--- src/rtl/wb_pkg.sv ---
// wb_pkg: shared write-back entry type and default address/data widths
package wb_pkg;
  localparam int PW_DEF = 2;
  localparam int DW_DEF = 8;
  typedef struct packed {
    logic [PW_DEF-1:0] addr;
    logic [DW_DEF-1:0] data;
  } wb_entry_t;
endpackage

--- src/rtl/wb_fifo.sv ---
// wb_fifo: in-order entry FIFO; ports push/din, pop/head, count, age-ordered view ord/ord_v (index 0 = head)
module wb_fifo import wb_pkg::*; #(
  parameter int DEPTH = 2,
  parameter type T = wb_entry_t,
  localparam int CW = $clog2(DEPTH + 1),
  localparam int AW = $clog2(DEPTH)
) (
  input  logic             clk,
  input  logic             rst_n,
  input  logic             push,
  input  T                 din,
  input  logic             pop,
  output T                 head,
  output logic [CW-1:0]    count,
  output T                 ord [DEPTH],
  output logic [DEPTH-1:0] ord_v
);
  T mem [DEPTH];
  logic [AW-1:0] rd, wr;
  always_ff @(posedge clk) begin
    if (!rst_n) begin
      rd <= '0;
      wr <= '0;
      count <= '0;
    end else begin
      if (push) mem[wr] <= din;
      wr <= wr + AW'(push);
      rd <= rd + AW'(pop);
      count <= count + CW'(push) - CW'(pop);
    end
  end
  assign head = mem[rd];
  always_comb begin
    for (int i = 0; i < DEPTH; i++) begin
      ord[i] = mem[rd + AW'(i)];
      ord_v[i] = CW'(i) < count;
    end
  end
endmodule

--- src/rtl/reg_writeback_queue.sv ---
// reg_writeback_queue: merges ALU (valid/ready, queued) and load (valid-only) results into a registered regfile write port, with hazard probe hz_addr -> hz_pending/hz_fwd_data and occupancy q_count
module reg_writeback_queue import wb_pkg::*; #(
  parameter int PW = PW_DEF,
  parameter int DW = DW_DEF,
  parameter int DEPTH = 2,
  localparam int CW = $clog2(DEPTH + 1)
) (
  input  logic          clk,
  input  logic          rst_n,
  input  logic          alu_valid,
  input  logic [PW-1:0] alu_addr,
  input  logic [DW-1:0] alu_data,
  output logic          alu_ready,
  input  logic          ld_valid,
  input  logic [PW-1:0] ld_addr,
  input  logic [DW-1:0] ld_data,
  output logic          wr_en,
  output logic [PW-1:0] wr_addr,
  output logic [DW-1:0] dat_out,
  input  logic [PW-1:0] hz_addr,
  output logic          hz_pending,
  output logic [DW-1:0] hz_fwd_data,
  output logic [CW-1:0] q_count
);
  typedef struct packed {
    logic [PW-1:0] addr;
    logic [DW-1:0] data;
  } entry_t;
  entry_t head, nxt;
  entry_t ord [DEPTH];
  logic [DEPTH-1:0] ord_v;
  logic alu_fire, empty, push, pop, load_out;
  assign alu_ready = rst_n & (q_count < CW'(DEPTH));
  assign alu_fire = alu_valid & alu_ready;
  assign empty = q_count == '0;
  // an accepted ALU result queues only when the output slot is taken by a load or an older entry
  assign push = alu_fire & (ld_valid | !empty);
  assign pop = !ld_valid & !empty;
  assign load_out = ld_valid | !empty | alu_fire;
  assign nxt = ld_valid ? entry_t'({ld_addr, ld_data}) : !empty ? head : entry_t'({alu_addr, alu_data});
  wb_fifo #(.DEPTH(DEPTH), .T(entry_t)) u_fifo (
    .clk(clk), .rst_n(rst_n), .push(push), .din(entry_t'({alu_addr, alu_data})),
    .pop(pop), .head(head), .count(q_count), .ord(ord), .ord_v(ord_v)
  );
  always_ff @(posedge clk) begin
    if (!rst_n) begin
      wr_en <= 1'b0;
      wr_addr <= '0;
      dat_out <= '0;
    end else begin
      wr_en <= load_out;
      if (load_out) {wr_addr, dat_out} <= nxt;
    end
  end
  // oldest first so younger matches overwrite: output register, then FIFO head to tail
  always_comb begin
    hz_pending = wr_en & (wr_addr == hz_addr);
    hz_fwd_data = hz_pending ? dat_out : '0;
    for (int i = 0; i < DEPTH; i++) begin
      if (ord_v[i] && ord[i].addr == hz_addr) begin
        hz_pending = 1'b1;
        hz_fwd_data = ord[i].data;
      end
    end
  end
endmodule

--- config.mk ---
export PLATFORM = sky130hd
export DESIGN_NAME = reg_writeback_queue
export DESIGN_NICKNAME = d
export VERILOG_FILES = /design/src/rtl/wb_pkg.sv /design/src/rtl/wb_fifo.sv /design/src/rtl/reg_writeback_queue.sv
export SDC_FILE = /design/constraint.sdc
export NUM_CORES = 1
export LEC_CHECK = 0
export CAP_MARGIN = 40
export CORE_MARGIN = 8
export CORE_UTILIZATION = 49
export DETAILED_ROUTE_END_ITERATION = 10
export HOLD_SLACK_MARGIN = 0.12
export PLACE_DENSITY_LB_ADDON = 0.05
export SLEW_MARGIN = 20
export SYNTH_ARGS = -nofsm -noshare
export SYNTH_HDL_FRONTEND = slang
export SYNTH_SLANG_ARGS = --single-unit
--- constraint.sdc ---
create_clock -name clk -period 2.85 [get_ports clk]
set_input_delay 0.855 -clock clk [delete_from_list [all_inputs] [get_ports clk]]
set_output_delay 0.855 -clock clk [all_outputs]
set_load 0.02 [all_outputs]
==> out/results.txt, run 1 <==
status -> finished with violations
failing checks -> negative setup slack
Seq cells post-synth -> 36
Req. time, crit path -> 2000 ps
Antenna Nets Post-Route -> 0
Die Span Y -> 79.7 um
RSZ-0062 raised after global routing -> true
Yosys warnings -> 0
vias post-DR -> 1,970
FP Rows -> 23
Post-synth EDFFs -> 20
first-pass GRT wire length -> 10,700 um
power density over the cells -> 775 nW/um2
CP endpoint kind -> primary output
vias per cell -> 6.29
cell area after synthesis -> 1990 um2
share of the synthesized area in the top cell type -> 30.2%
fin nets -> 291
Cell variety after synth -> 33
P_leak -> 1.11 nW
DR WL/cell -> 21.0 um
CP arrival -> 2120 ps
Max Cap Viol -> 0
Critical Path Start Type -> primary input
initial antenna violation count -> 0
final critical-path setup slack -> -127 ps
worst r2r src -> u_fifo.count[1]
Crit-path slowest cell -> or3_4
Final Hold Viols -> 0
largest net degree at the start of global routing -> 22
n_diodes -> 0
Hold Crit Class -> reg2reg
Setup Skew -> 5.64 ps
Pwr Total -> 2.39 mW
cell count after synthesis -> 187
Routability Congestion -> 0.859
post-route cell area -> 3080 um2
CP max FO -> 5
Synth area leaders -> edfxtp_1, dfxtp_1, a31oi_1, mux2i_1, mux2_2
Place WS -> -1080 ps
dpl cell area -> 2630 um2
Seq/Total Area, Yosys -> 46.4%
Commonest cells post-synth -> edfxtp_1, a31oi_1, dfxtp_1
FMAX -> 336 MHz
most instantiated library cell after synthesis -> edfxtp_1
Worst-path clk slew -> 70 ps
post-synthesis area per instance -> 10.6 um2
Crit Path Category -> in2out
Final period util -> 104%
# H-tree levels -> 2
Routed WL -> 6570 um
Chip Width -> 79.7 um
Clock Latency Late Sink -> 290 ps
cell taking the most area after synthesis -> edfxtp_1
Area Growth Syn to Fin -> 55.0%
final setup vio count -> 9
first drt pass iteration count -> 5
initial DRC count -> 184
CP startpoint -> hz_addr[1]
layout cell share with drive strength beyond 1 -> 34.6%
Root Driver -> clkbuf_8
PortBufs -> 48
HPWL after DPL -> 3980 um
max-slew violations -> 0
CTS tree -> done
Worst Hold Launch -> dat_out[3]
drt drc -> 0
grt ovf -> 0
ys async rst share -> 0%
Core Box Area -> 3940 um2
number of buffers created by CTS -> 5
CTS Buffer Depth -> 2
number of global-route vias before repair -> 2,085
Initial Utilization -> 50.4%
fin crit period -> 2980 ps
Syn Nets -> 215
cell class contributing the biggest share of worst-path delay -> simple AND/OR/NAND/NOR gates
delay of the slowest critical-path stage -> 470 ps
Top FF cell, synth -> edfxtp_1
CP Buf/Inv Count -> 3
io pins -> 49
Worst slew margin -> 51.5%
area of the die -> 6350 um2
CTS sink cnt -> 36
crit-path cells -> buf_12 > buf_6 > xnor2_4 > or3_4 > a31oi_2 > buf_4
Max rail drop VDD -> 0.464 mV
GRT Resource Usage Total -> 21.4%
worst-margin pin slew -> 726 ps
-- layout by cell type, fill, tap and decap left out, types with 2 or more instances in the layout --
master and n:
or4_4 7, nor4_2 4, mux2i_4 4, a31oi_4 4, xnor2_4 4, or3_4 2
xnor2_2 2, dfxtp_1 14, and2_1 6, a31oi_2 2, edfxtp_1 20, nor2_1 12
nand2_1 11, o311ai_0 3, a31oi_1 12, xnor2_1 4, clkbuf_8 5, ha_1 2
inv_1 2, nor3_1 3, buf_4 30, clkdlybuf4s50_1 36, nor4_1 4, o21ai_0 10
mux2_2 8, o311ai_1 5, nor2b_1 2, a211o_1 10, buf_6 11, mux2i_1 8
-- repair_timing --
action,in CTS,in global routing
gates resized for setup,115,8
buffers inserted,4,5
pin swaps,19,5
gates cloned,4,0
endpoints found under the setup margin,10,9
hold buffers,0,0
-- logic make-up after synthesis --
group,share of synthesized area (%)
compound gates,16.5
xor+xnor,4.73
fa+ha+maj,1.26
buf+inv,4.60
flops,46.4
mux,11.4
simple gates,15.1
-- layer usage --
layer  vias to the layer above  part of all wire (%)  GRT usage, %  wire [um]
met5                         -                     0             0          0
li1                        884                     -             -          -
met2                       118                    49          34.6       3230
met1                       941                    38          24.8       2480
met4                         0                   4.0          10.9        261
met3                        27                   9.1          6.76        598
-- state kept, by name, summed over array words and instances, names as in the netlist, named ones only --
name,count
u_fifo.mem,20
dat_out,8
u_fifo.count,2
wr_addr,2
u_fifo.rd,1
u_fifo.wr,1
wr_en,1
-- final cells by class --
class | instances | area (um2)
Tap cell | 50 | 62.6
Fill cell | 227 | 865
Multi-Input combinational cell | 137 | 1250
Clock buffer | 6 | 72.6
Sequential cell | 36 | 926
Clock inverter | 1 | 5.00
Inverter | 3 | 11.3
Timing Repair Buffer | 80 | 753
-- final timing paths --
path	to	slack, ps	depth (start not counted)
worst max-delay path	hz_fwd_data[7]	-130	6
worst min-delay path	dat_out[3]	570	2
worst max register to register	u_fifo.count[1]	720	8
worst min register to register	dat_out[3]	570	2
-- worst min-delay path, cell delays in order, from the launching register on --
cell and delay, ps:
dfxtp_1 330, o21ai_0 160, a31oi_1 40
-- metrics by stage --
step | hold WS [ps] | setup TNS (ps) | instances | utilization [%]
3_5_place_dp | 549 | -9440 | 293 | 66.6
6_report | 567 | -572 | 313 | 78.1
3_3_place_gp | 542 | -9350 | 293 | 66.6
2_1_floorplan | 559 | -0.714 | 187 | -
5_1_grt | 615 | -1310 | 313 | 78.1
4_1_cts | 562 | -302 | 308 | 76.2
-- power breakdown --
| part | switching [mW] | internal [mW] |
|---|---|---|
| Clock | 0.173 | 0.166 |
| Sequential | 0.0994 | 0.651 |
| Combinational | 0.659 | 0.638 |
| Total | 0.931 | 1.46 |
No activity file was read; power rests on OpenSTA's default activity.
==> inputs of run 2 (changes only) <==
--- a/config.mk
+++ b/config.mk
@@ -6,11 +6,12 @@
 export NUM_CORES = 1
 export LEC_CHECK = 0
 export CAP_MARGIN = 40
-export CORE_MARGIN = 8
+export CORE_MARGIN = 1.5
 export CORE_UTILIZATION = 49
 export DETAILED_ROUTE_END_ITERATION = 10
 export HOLD_SLACK_MARGIN = 0.12
 export PLACE_DENSITY_LB_ADDON = 0.05
+export RECOVER_POWER = 25
 export SLEW_MARGIN = 20
 export SYNTH_ARGS = -nofsm -noshare
 export SYNTH_HDL_FRONTEND = slang
==> run 2 against run 1 <==
Compared with the run above: the run still ends with negative setup slack left; critical path depth unchanged; worst hold slack improved by 18 ps; fmax shrank 2.4%; worst setup slack got worse by 72 ps; die area is 30% lower; sequential cell count stayed put; global-route usage up 8.6 points; first-iteration DRC count grew 130%; combinational power up 5%; highest routed layer unchanged.
==> out/results.txt, run 2 (synthesis results as in run 1) <==
power density over the cells -> 827 nW/um2 (+6.6%)
delay of the slowest critical-path stage -> 570 ps (+100 ps)
Chip Width -> 66.7 um (-16%)
HPWL after DPL -> 3760 um (-5.6%)
commonest non-fill, non-tap cell in the layout -> buf_4
final core occ -> 82.6% (+4.5 points)
failing checks -> negative setup slack
initial DRC count -> 422 (+130%)
DR WL/cell -> 22.0 um (+4.8%)
Final Hold Viols -> 0 (unchanged)
worst-margin pin slew -> 543 ps (-183 ps)
Req. time, crit path -> 2000 ps (about the same)
fin nets -> 296 (+1.7%)
Worst-path clk slew -> 70 ps (about the same)
max-slew violations -> 0 (unchanged)
FMAX -> 328 MHz (-2.4%)
fillers -> 211 (-7.0%)
Initial Utilization -> 52.7% (+2.3 points)
largest net degree at the start of global routing -> 22 (unchanged)
max FFs per register -> 20 (unchanged)
Crit Path Category -> reg2out
initial antenna violation count -> 0 (unchanged)
# H-tree levels -> 2 (unchanged)
FP Rows -> 22 (-4.3%)
Place WS -> -1080 ps (-4.13 ps)
Hold Crit Class -> reg2reg
biggest regs -> u_fifo.mem: 20 flops, dat_out: 8 flops
crit-path cells -> mux2i_4 > buf_12 > xnor2_4 > or4_4 > a31oi_4 > buf_6
Crit-path slowest cell -> or4_4
vias per cell -> 6.49 (+3.0%)
CTS Buffer Depth -> 2 (unchanged)
Biggest register -> u_fifo.mem
Core Box Area -> 3770 um2 (-4.3%)
number of global-route vias before repair -> 2,016 (-3.3%)
status -> finished with violations
Routability Congestion -> 0.826 (-3.9%)
fin crit period -> 3050 ps (+72.1 ps)
final critical-path setup slack -> -199 ps (-72.1 ps)
layout cell share with drive strength beyond 1 -> 34.6% (about the same)
first drt pass iteration count -> 5 (unchanged)
CP endpoint kind -> primary output
area of the die -> 4440 um2 (-30%)
P_leak -> 1.15 nW (+3.0%)
GRT Resource Usage Total -> 30.0% (+8.6 points)
Routed WL -> 6970 um (+6.1%)
CTS sink cnt -> 36 (unchanged)
Setup Skew -> 9.33 ps (+3.69 ps)
io pins -> 49 (unchanged)
Critical Path Start Type -> flop
first-pass GRT wire length -> 9790 um (-8.3%)
CTS tree -> done
Antenna Nets Post-Route -> 0 (unchanged)
Area Growth Syn to Fin -> 56.9%
CP max FO -> 8 (+3)
Hold WS -> 585 ps (+18.1 ps)
Worst slew margin -> 63.2% (+12 points)
commonest cells after routing, fill and taps aside -> buf_4, clkdlybuf4s50_1, edfxtp_1
Max rail drop VDD -> 0.623 mV (+34%)
CP arrival -> 2190 ps (+70 ps)
drt drc -> 0 (unchanged)
hold path cells -> 2 (unchanged)
Clock Latency Late Sink -> 290 ps (about the same)
RSZ-0062 raised after global routing -> true
grt ovf -> 0 (unchanged)
Reg2Reg Depth -> 10 (+2)
number of buffers created by CTS -> 5 (unchanged)
Max Cap Viol -> 0 (unchanged)
Die Span Y -> 66.7 um (-16%)
final setup vio count -> 9 (unchanged)
Final period util -> 107% (+2.5 points)
n_diodes -> 0 (unchanged)
Root Driver -> clkbuf_8
vias post-DR -> 2,056 (+4.4%)
PortBufs -> 48 (unchanged)
## run 2: where the power goes
group / switching [mW] / internal (mW)
Combinational: 0.696 / 0.673
Sequential: 0.104 / 0.651
Clock: 0.193 / 0.259
## run 2: metal layers
layer | vias to the layer above | track usage (%) | wire, um
li1 | 894 | - | -
met1 | 986 | 37.5 | 2500
met2 | 147 | 51.4 | 3500
met3 | 29 | 5.41 | 704
met4 | 0 | 11.2 | 265
met5 | - | 0 | 0
## run 2: final timing paths
| kind | from | end | slack, ps |
|---|---|---|---|
| max | u_fifo.mem[1][9] | hz_fwd_data[2] | -200 |
| min | wr_addr[0] | wr_addr[0] | 590 |
| max reg2reg | u_fifo.count[0] | u_fifo.count[1] | 940 |
| min reg2reg | wr_addr[0] | wr_addr[0] | 590 |
## run 2: timing repair
action                                 in CTS  in global routing
hold buffers                                0                  0
endpoints found under the hold margin       0                  0
setup buffers                               4                  4
setup endpoints to repair                  10                  9
gates cloned                                3                  1
pin swaps                                  16                  4
resized for setup                          87                 25
## run 2: final cells by class
cell class | count | area [um2] | share of cell area (%)
Inverter | 3 | 11.3 | 0.361
Multi-Input combinational cell | 137 | 1230 | 39.4
Clock buffer | 5 | 68.8 | 2.21
Sequential cell | 36 | 926 | 29.7
Tap cell | 48 | 60.1 | 1.93
Timing Repair Buffer | 85 | 781 | 25.1
Clock inverter | 3 | 42.5 | 1.37
## run 2: metrics by stage
stage	TNS [ps]	std cells	power [mW]	instance area, um2
6_report	-1040	317	2.58	3120
5_1_grt	-1450	317	2.67	3120
4_1_cts	-493	311	2.37	2940
3_5_place_dp	-9510	296	1.80	2660
3_3_place_gp	-8990	296	1.78	2660
2_1_floorplan	-0.714	187	1.35	2000
## run 2: critical path, delay by kind of cell, from the launching register on
kind	cells	cell delay (ps)
AND/OR/NAND/NOR	1	570
multiplexers	1	240
buffers and inverters	2	300
flip-flops	1	470
XOR/XNOR	1	100
AO/OA/AOI/OAI	1	220
